## config.mk

```make
export PLATFORM = sky130hd
export DESIGN_NAME = nfc_pattern_gen
export DESIGN_NICKNAME = d
export VERILOG_FILES = /design/src/rtl/nfc_rdata_checker_pkg.sv /design/src/rtl/nfc_pattern_gen.sv
export SDC_FILE = /design/constraint.sdc
export NUM_CORES = 1
export LEC_CHECK = 0
export ABC_AREA = 1
export CORE_MARGIN = 2
export CORE_UTILIZATION = 44
export DETAILED_ROUTE_END_ITERATION = 12
export PLACE_DENSITY_LB_ADDON = 0.15
export SYNTH_ARGS = -nofsm -noshare
export SYNTH_HDL_FRONTEND = slang
export SYNTH_SLANG_ARGS = --single-unit
export TNS_END_PERCENT = 100
```

## constraint.sdc

```tcl
create_clock -name clk -period 1.95 [get_ports clk]
set_input_delay 0.4875 -clock clk [delete_from_list [all_inputs] [get_ports clk]]
set_output_delay 0.4875 -clock clk [all_outputs]
set_load 0.01 [all_outputs]
```

## src/rtl/nfc_rdata_checker_pkg.sv

```systemverilog
// ============================================================================
// Module  : nfc_chk_pkg
// Brief   : Shared states, pattern modes and the LFSR step for the read checker
// Revision: 1.0 - initial release
// ============================================================================
`default_nettype none
`timescale 1ns/1ps

package nfc_chk_pkg;

  typedef logic [1:0] state_t;

  localparam logic [1:0] IDLE  = 2'd0;
  localparam logic [1:0] CHECK = 2'd1;
  localparam logic [1:0] DONE  = 2'd2;

  localparam logic MODE_INC  = 1'b0;
  localparam logic MODE_LFSR = 1'b1;

  localparam logic [31:0] LFSR_POLY = 32'h8020_0003;
  localparam logic [23:0] ERR_NONE  = 24'hFF_FFFF;

  // Right-shifting Galois form; a non-zero state never reaches zero.
  function automatic logic [31:0] lfsr_step(input logic [31:0] i_s);
    lfsr_step = {1'b0, i_s[31:1]} ^ (i_s[0] ? LFSR_POLY : 32'h0);
  endfunction

endpackage

`default_nettype wire

```

## src/rtl/nfc_pattern_gen.sv

```systemverilog
// ============================================================================
// Module  : nfc_pattern_gen
// Brief   : Seeded expected-data source, one DATA_WIDTH word per accepted beat
// Revision: 1.0 - initial release
// ============================================================================
`default_nettype none
`timescale 1ns/1ps

module nfc_pattern_gen
  import nfc_chk_pkg::*;
#(
  parameter int DATA_WIDTH = 32
) (
  input  logic                  clk,
  input  logic                  rst,
  input  logic                  i_load,
  input  logic                  i_mode,
  input  logic [31:0]           i_seed,
  input  logic                  i_advance,
  output logic [DATA_WIDTH-1:0] o_expected
);

  localparam int LANES = (DATA_WIDTH + 31) / 32;

  logic                  r_mode;
  logic [31:0]           r_word;
  logic [31:0]           w_lfsr [LANES+1];
  logic [LANES*32-1:0]   w_full;

  assign w_lfsr[0] = r_word;

  // Lane k sees the LFSR stepped k times beyond the lane-0 word of this beat.
  generate
    for (genvar k = 0; k < LANES; k++) begin : g_lane
      assign w_lfsr[k+1]      = lfsr_step(w_lfsr[k]);
      assign w_full[k*32 +: 32] = (r_mode == MODE_LFSR) ? w_lfsr[k] : (r_word + 32'(k));
    end
  endgenerate

  assign o_expected = w_full[DATA_WIDTH-1:0];

  always_ff @(posedge clk or posedge rst) begin
    if (rst) begin
      r_mode <= MODE_INC;
      r_word <= 32'h0;
    end else if (i_load) begin
      r_mode <= i_mode;
      r_word <= ((i_mode == MODE_LFSR) && (i_seed == 32'h0)) ? 32'h1 : i_seed;
    end else if (i_advance) begin
      r_word <= (r_mode == MODE_LFSR) ? w_lfsr[LANES] : (r_word + 32'(LANES));
    end
  end

endmodule

`default_nettype wire

```

---- Word level (Yosys, flattened, before mapping) ----
Cells that the tools add are included.
storage, ports and cells
  bits in registers ....................... 33
  input bits .............................. 37
  logic and storage cells ................. 12
operators by class
  add/subtract/negate cells ............... 1
  muxes and demuxes ....................... 5
  bitwise logic cells ..................... 1
  reductions and logical operators ........ 3
operators with widths
  cell                                           number
  2-to-1 mux 32 bit                              5
  adder 32 x 1 -> 32 bit, second input constant  1
  zero test 32 bit                               1
  XOR 31 x 32 -> 32 bit                          1
  nonzero test 2 bit                             1
  logical AND 1 bit                              1

---- Depth between registers and ports, before layout ----
  depth in word-level cells ............... 5
  depth in mapped cells ................... 10
  gate-level depth less buffers ........... 10

---- Worst setup path after synthesis ----
OpenSTA, ideal clock, no wires.
  path type ............................... register to register
  start point ............................. reg r_word[0]
  end point ............................... reg r_word[16]
  library setup time ...................... 0.117 ns
  arrival time ............................ 1.490 ns
  data required time ...................... 1.833 ns
  slack ................................... 0.343 ns
  stages on the path, launching flop included .. 11
  buffers on the path ..................... 0
  clock period less this slack ............ 1.607 ns
  cell sequence ........................... dfrtp_1 -> ha_1 -> nand2_2 -> nor2_8 -> nand2_8 -> nor2_8 -> nand2_1 -> nand3_1 -> nand3b_1 -> o21ai_1 -> inv_1
on the way
  cells in the longest elaborated chain, start to end .. 4
RTL lines
  item                      RTL line               source
  start: declaration        nfc_pattern_gen.sv:26  logic [31:0] r_word;
  start signal: assignment  nfc_pattern_gen.sv:48  r_word <= ((i_mode == MODE_LFSR) && (i_seed == 32'h0)) ? 32'h1 : i_seed;
  start signal: assignment  nfc_pattern_gen.sv:50  r_word <= (r_mode == MODE_LFSR) ? w_lfsr[LANES] : (r_word + 32'(LANES));
  adder 32 x 1 -> 32 bit    nfc_pattern_gen.sv:50
  2-to-1 mux 32 bit         nfc_pattern_gen.sv:50
  2-to-1 mux 32 bit         nfc_pattern_gen.sv:49  end else if (i_advance) begin
  2-to-1 mux 32 bit         nfc_pattern_gen.sv:46  end else if (i_load) begin
Every way passes these cells. The select of a mux whose other input is x is not followed.
A chain may end at the register's enable or synchronous reset.

---- Worst setup path in the final report ----
  start point ............................. reg r_word[0]
  end point ............................... out o_expected[0]
RTL lines
  item              RTL line               source
  end: declaration  nfc_pattern_gen.sv:20  output logic [DATA_WIDTH-1:0] o_expected
No word-level cell between the ends.

==> impl_summary.txt <==
----------------------------------------------------
[Timing]
  Post-route clock skew ... 0.003732 ns
  RSZ-0062 raised after global routing ... no
  Worst slew pin tran ... 0.4646 ns
  Setup-failing EPs final ... 0
  Final number of max-transition violations ... 0
  Max Clock Freq ... 524.3 MHz
  Clock period minus worst slack ... 1.907 ns
  Relative slew slack ... 69.03%
  Period utilization ... 97.81%
  Final hold violation count ... 0
  Smallest hold slack ... approximately 0.59 ns

[Layout]
  Count of fill cells added during filler insertion ... 617
  Area growth from synthesis to layout ... 33.10%
  Fraction of layout cells with a size suffix above 1 ... 10.68%
  Leading cell types in the layout, fill and taps excluded ... 127 x nand2_1, 68 x clkdlybuf4s50_1, 60 x nor2_1, 52 x inv_1, 42 x nand3_1
  Number of nets at the end of the flow ... 581
  Most frequent standard cell in the layout excluding fill and tap cells ... nand2_1
  Inserted Diodes ... 0

[Routing]
  Number of nets with antenna violations after detailed routing ... 0
  Wire length after detailed routing ... around 9400 um
  Total number of vias ... 3,334
  Count of TritonRoute iterations in the first routing pass ... 5
  Vias/cell ... 5.377
  Routed wire length per instance ... 15.10 um
  DRC violations left ... 0
  Iteration-0 DRC count of the detailed router ... approximately 320

[Logic synthesis]
  Number of standard cells after synthesis ... about 460
  Number of synthesis warnings ... 0
  Synth Area in Compound Gates ... 18.45%
  Share of synthesized cell area in and, or, nand and nor gates ... 42.72%
  Avg Synthesized Cell Area ... 6.270 sq um
  Combinational family with the most area after synthesis ... simple AND/OR/NAND/NOR gates
  Cell taking the most area after synthesis ... dfrtp_1
  Cell area after synthesis ... between 2000 and 3000 sq um
  Seq cells post-synth ... 33
  Sequential-to-total area share from yosys stat ... 28.45%
  Netlist cell types ... 33
  Area share of fa/ha/maj cells after synthesis ... 0.4310%
  Top post-synthesis cells by area ... dfrtp_1 28%, nand2_1 16%, nor2_1 7.8%, nand3_1 7.2%, inv_1 6.7%
  Multiplexer area fraction after synthesis ... 0%
  Synth top area share ... 28.45%
  Post-Synth XOR/XNOR Area ... less than 1%
  Number of nets in the synthesized netlist ... 501

[Clock tree]
  Clk sink count ... 33
  Resized cells post-CTS ... 0
  Buffer levels on the longest clock path ... 2
  H-tree Lvls ... 2
  Master cell of the clock root buffer ... clkbuf_8
  CTS tree ... yes
  Number of buffers created by CTS ... 5
  Number of buffers inserted for hold repair after clock tree synthesis ... 0
  Clk Latency, worst-skew pair ... 0.29 ns
  Post-CTS clock slew at the launch and capture registers of the worst setup and hold paths ... approximately 0.070 ns
  Number of setup buffers added after CTS ... 0

[Setup path]
  Required time of the worst setup path ... 1.46 ns
  Worst setup path category ... reg2out
  Setup crit end kind ... output pin
  Critical Path AT ... between 1 and 1.5 ns
  Delay contributed by the slowest stage of the critical path ... 0.54 ns
  Startpoint type of the worst setup path ... register
  Critical-path cell with the highest stage delay ... clkdlybuf4s50_1
  Crit path cell chain ... buf_4, clkdlybuf4s50_1
  Crit path max fanout ... 4
  Worst path top cell family by delay ... buffers and inverters
  Buf/Inv on CP ... 2

[Floorplanning]
  Number of rows created at floorplan ... 29
  Initial core utilization ... 45.71%
  Height of the chip ... 85.23 um
  Die area ... 7263 sq um
  DIE WIDTH ... 85.23 um
  Io pins ... 69
  Core outline area ... 6350 sq um

[Power and ir drop]
  Pwr Density ... 643.0 nW/um^2
  Max rail drop VDD ... 0.0003953 V
  Leakage power total ... 1.717 nW
  Post-layout power ... 2.484 mW

[Placement]
  Port bufs ... 68
  Last weighted congestion value of the routability-driven placer ... 0.8907
  Final HPWL from detailed placement ... 7144 um

[Run]
  Maximum capacitance violations ... 0

[Global route]
  Grt peak-use layer ... met2
  Met2 GRT Util ... 41.62%
  Antenna violations before repair ... 0
  Grt met3 use ... 4.183%
  Pin count of the biggest net entering global routing ... 34
  Global route overflow ... 0
  Via count of the first global-routing pass ... approximately 3,000
  Total Routing Usage GR ... about a quarter
  First-pass GRT wire length ... 15,320 um
  Met1 usage ... between 30% and 40%

[Run status]
  Status ... finished, final reports clean

[Hold path]
  Path class of the lowest-slack min-delay path ... reg2reg

----------------------------------------------------
## final timing paths
path / to / slack (ns) / cells past startpoint / from
setup / recovery: o_expected[0] / 0.04 / 2 / r_word[0]$_DFFE_PP0P_
hold / removal: r_word[31]$_DFFE_PP0P_ / 0.59 / 2 / r_word[31]$_DFFE_PP0P_
setup reg to reg: r_word[15]$_DFFE_PP0P_ / 0.20 / 9 / r_word[13]$_DFFE_PP0P_
hold reg to reg: r_word[31]$_DFFE_PP0P_ / 0.59 / 2 / r_word[31]$_DFFE_PP0P_
max in group asynchronous: r_word[15]$_DFFE_PP0P_ / 1.02 / 3 / rst
min in group asynchronous: r_word[29]$_DFFE_PP0P_ / 0.60 / 3 / rst
## per-layer routing
layer  share of wire (%)  vias to the layer above  wire, um
met4                0.78                        0        73
li1                    -                     1680         -
met1                  47                     1537      4415
met5                   0                        -         0
met2                  47                      109      4355
met3                 5.5                        8       519
## power by group
group / switching (mW) / internal [mW] / leakage (nW) / total, mW
logic: 0.510 / 0.462 / 1.29 / 0.971
clock network: 0.275 / 0.281 / 0.0443 / 0.555
registers: 0.175 / 0.783 / 0.382 / 0.958
## registers in the layout, indices dropped and copies added (netlist names)
name    count
r_word     32
r_mode      1
## per-stage QoR
stage	setup slack, ns	utilization (%)	setup TNS [ns]	cell area [sq um]	instances
floorplan	0.3426	-	0	2903	463
global placement	-0.1387	59.37	-0.1387	3770	612
detailed placement	-0.1351	59.37	-0.2002	3770	612
CTS	0.02457	60.73	0	3856	619
global route	0.01473	60.85	0	3864	620
finish	0.04280	60.85	0	3864	620
## logic make-up after synthesis
kind of cell             count (synthesis)
XOR/XNOR                                 2
buffers and inverters                   70
adder cells (fa/ha/maj)                  1
AND/OR/NAND/NOR                        268
AO/OA/AOI/OAI                           89
flip-flops                              33
## worst min-delay path: stages (launching register included)
cell	delay, ns
dfrtp_1	0.39
nor2_1	0.07
a21oi_2	0.09
## cells in the mapped netlist (all sizes together)
library cell	number
nand3b	7
o22ai	1
nor3	1
nand3	42
or2	1
a221oi	7
o2111ai	5
inv	55
ha	1
o211ai	2
a22oi	5
dfrtp	33
xor2	2
buf	7
nor2	76
a31oi	2
nand2	134
o21ai	27
a21oi	38
a21o	1
nor4	6
clkbuf	8
and2	1
o21bai	1
## area by class of cell
class                      count  area [sq um]  area share (%)
clock buffer                   7         86.33           2.234
inverter                      55         206.4           5.343
multi-input combinational    360          1805           46.73
sequential                    33         825.8           21.37
tap                           77         96.34           2.494
timing repair buffer          88         843.3           21.83
(Power assumes the default switching activity.)
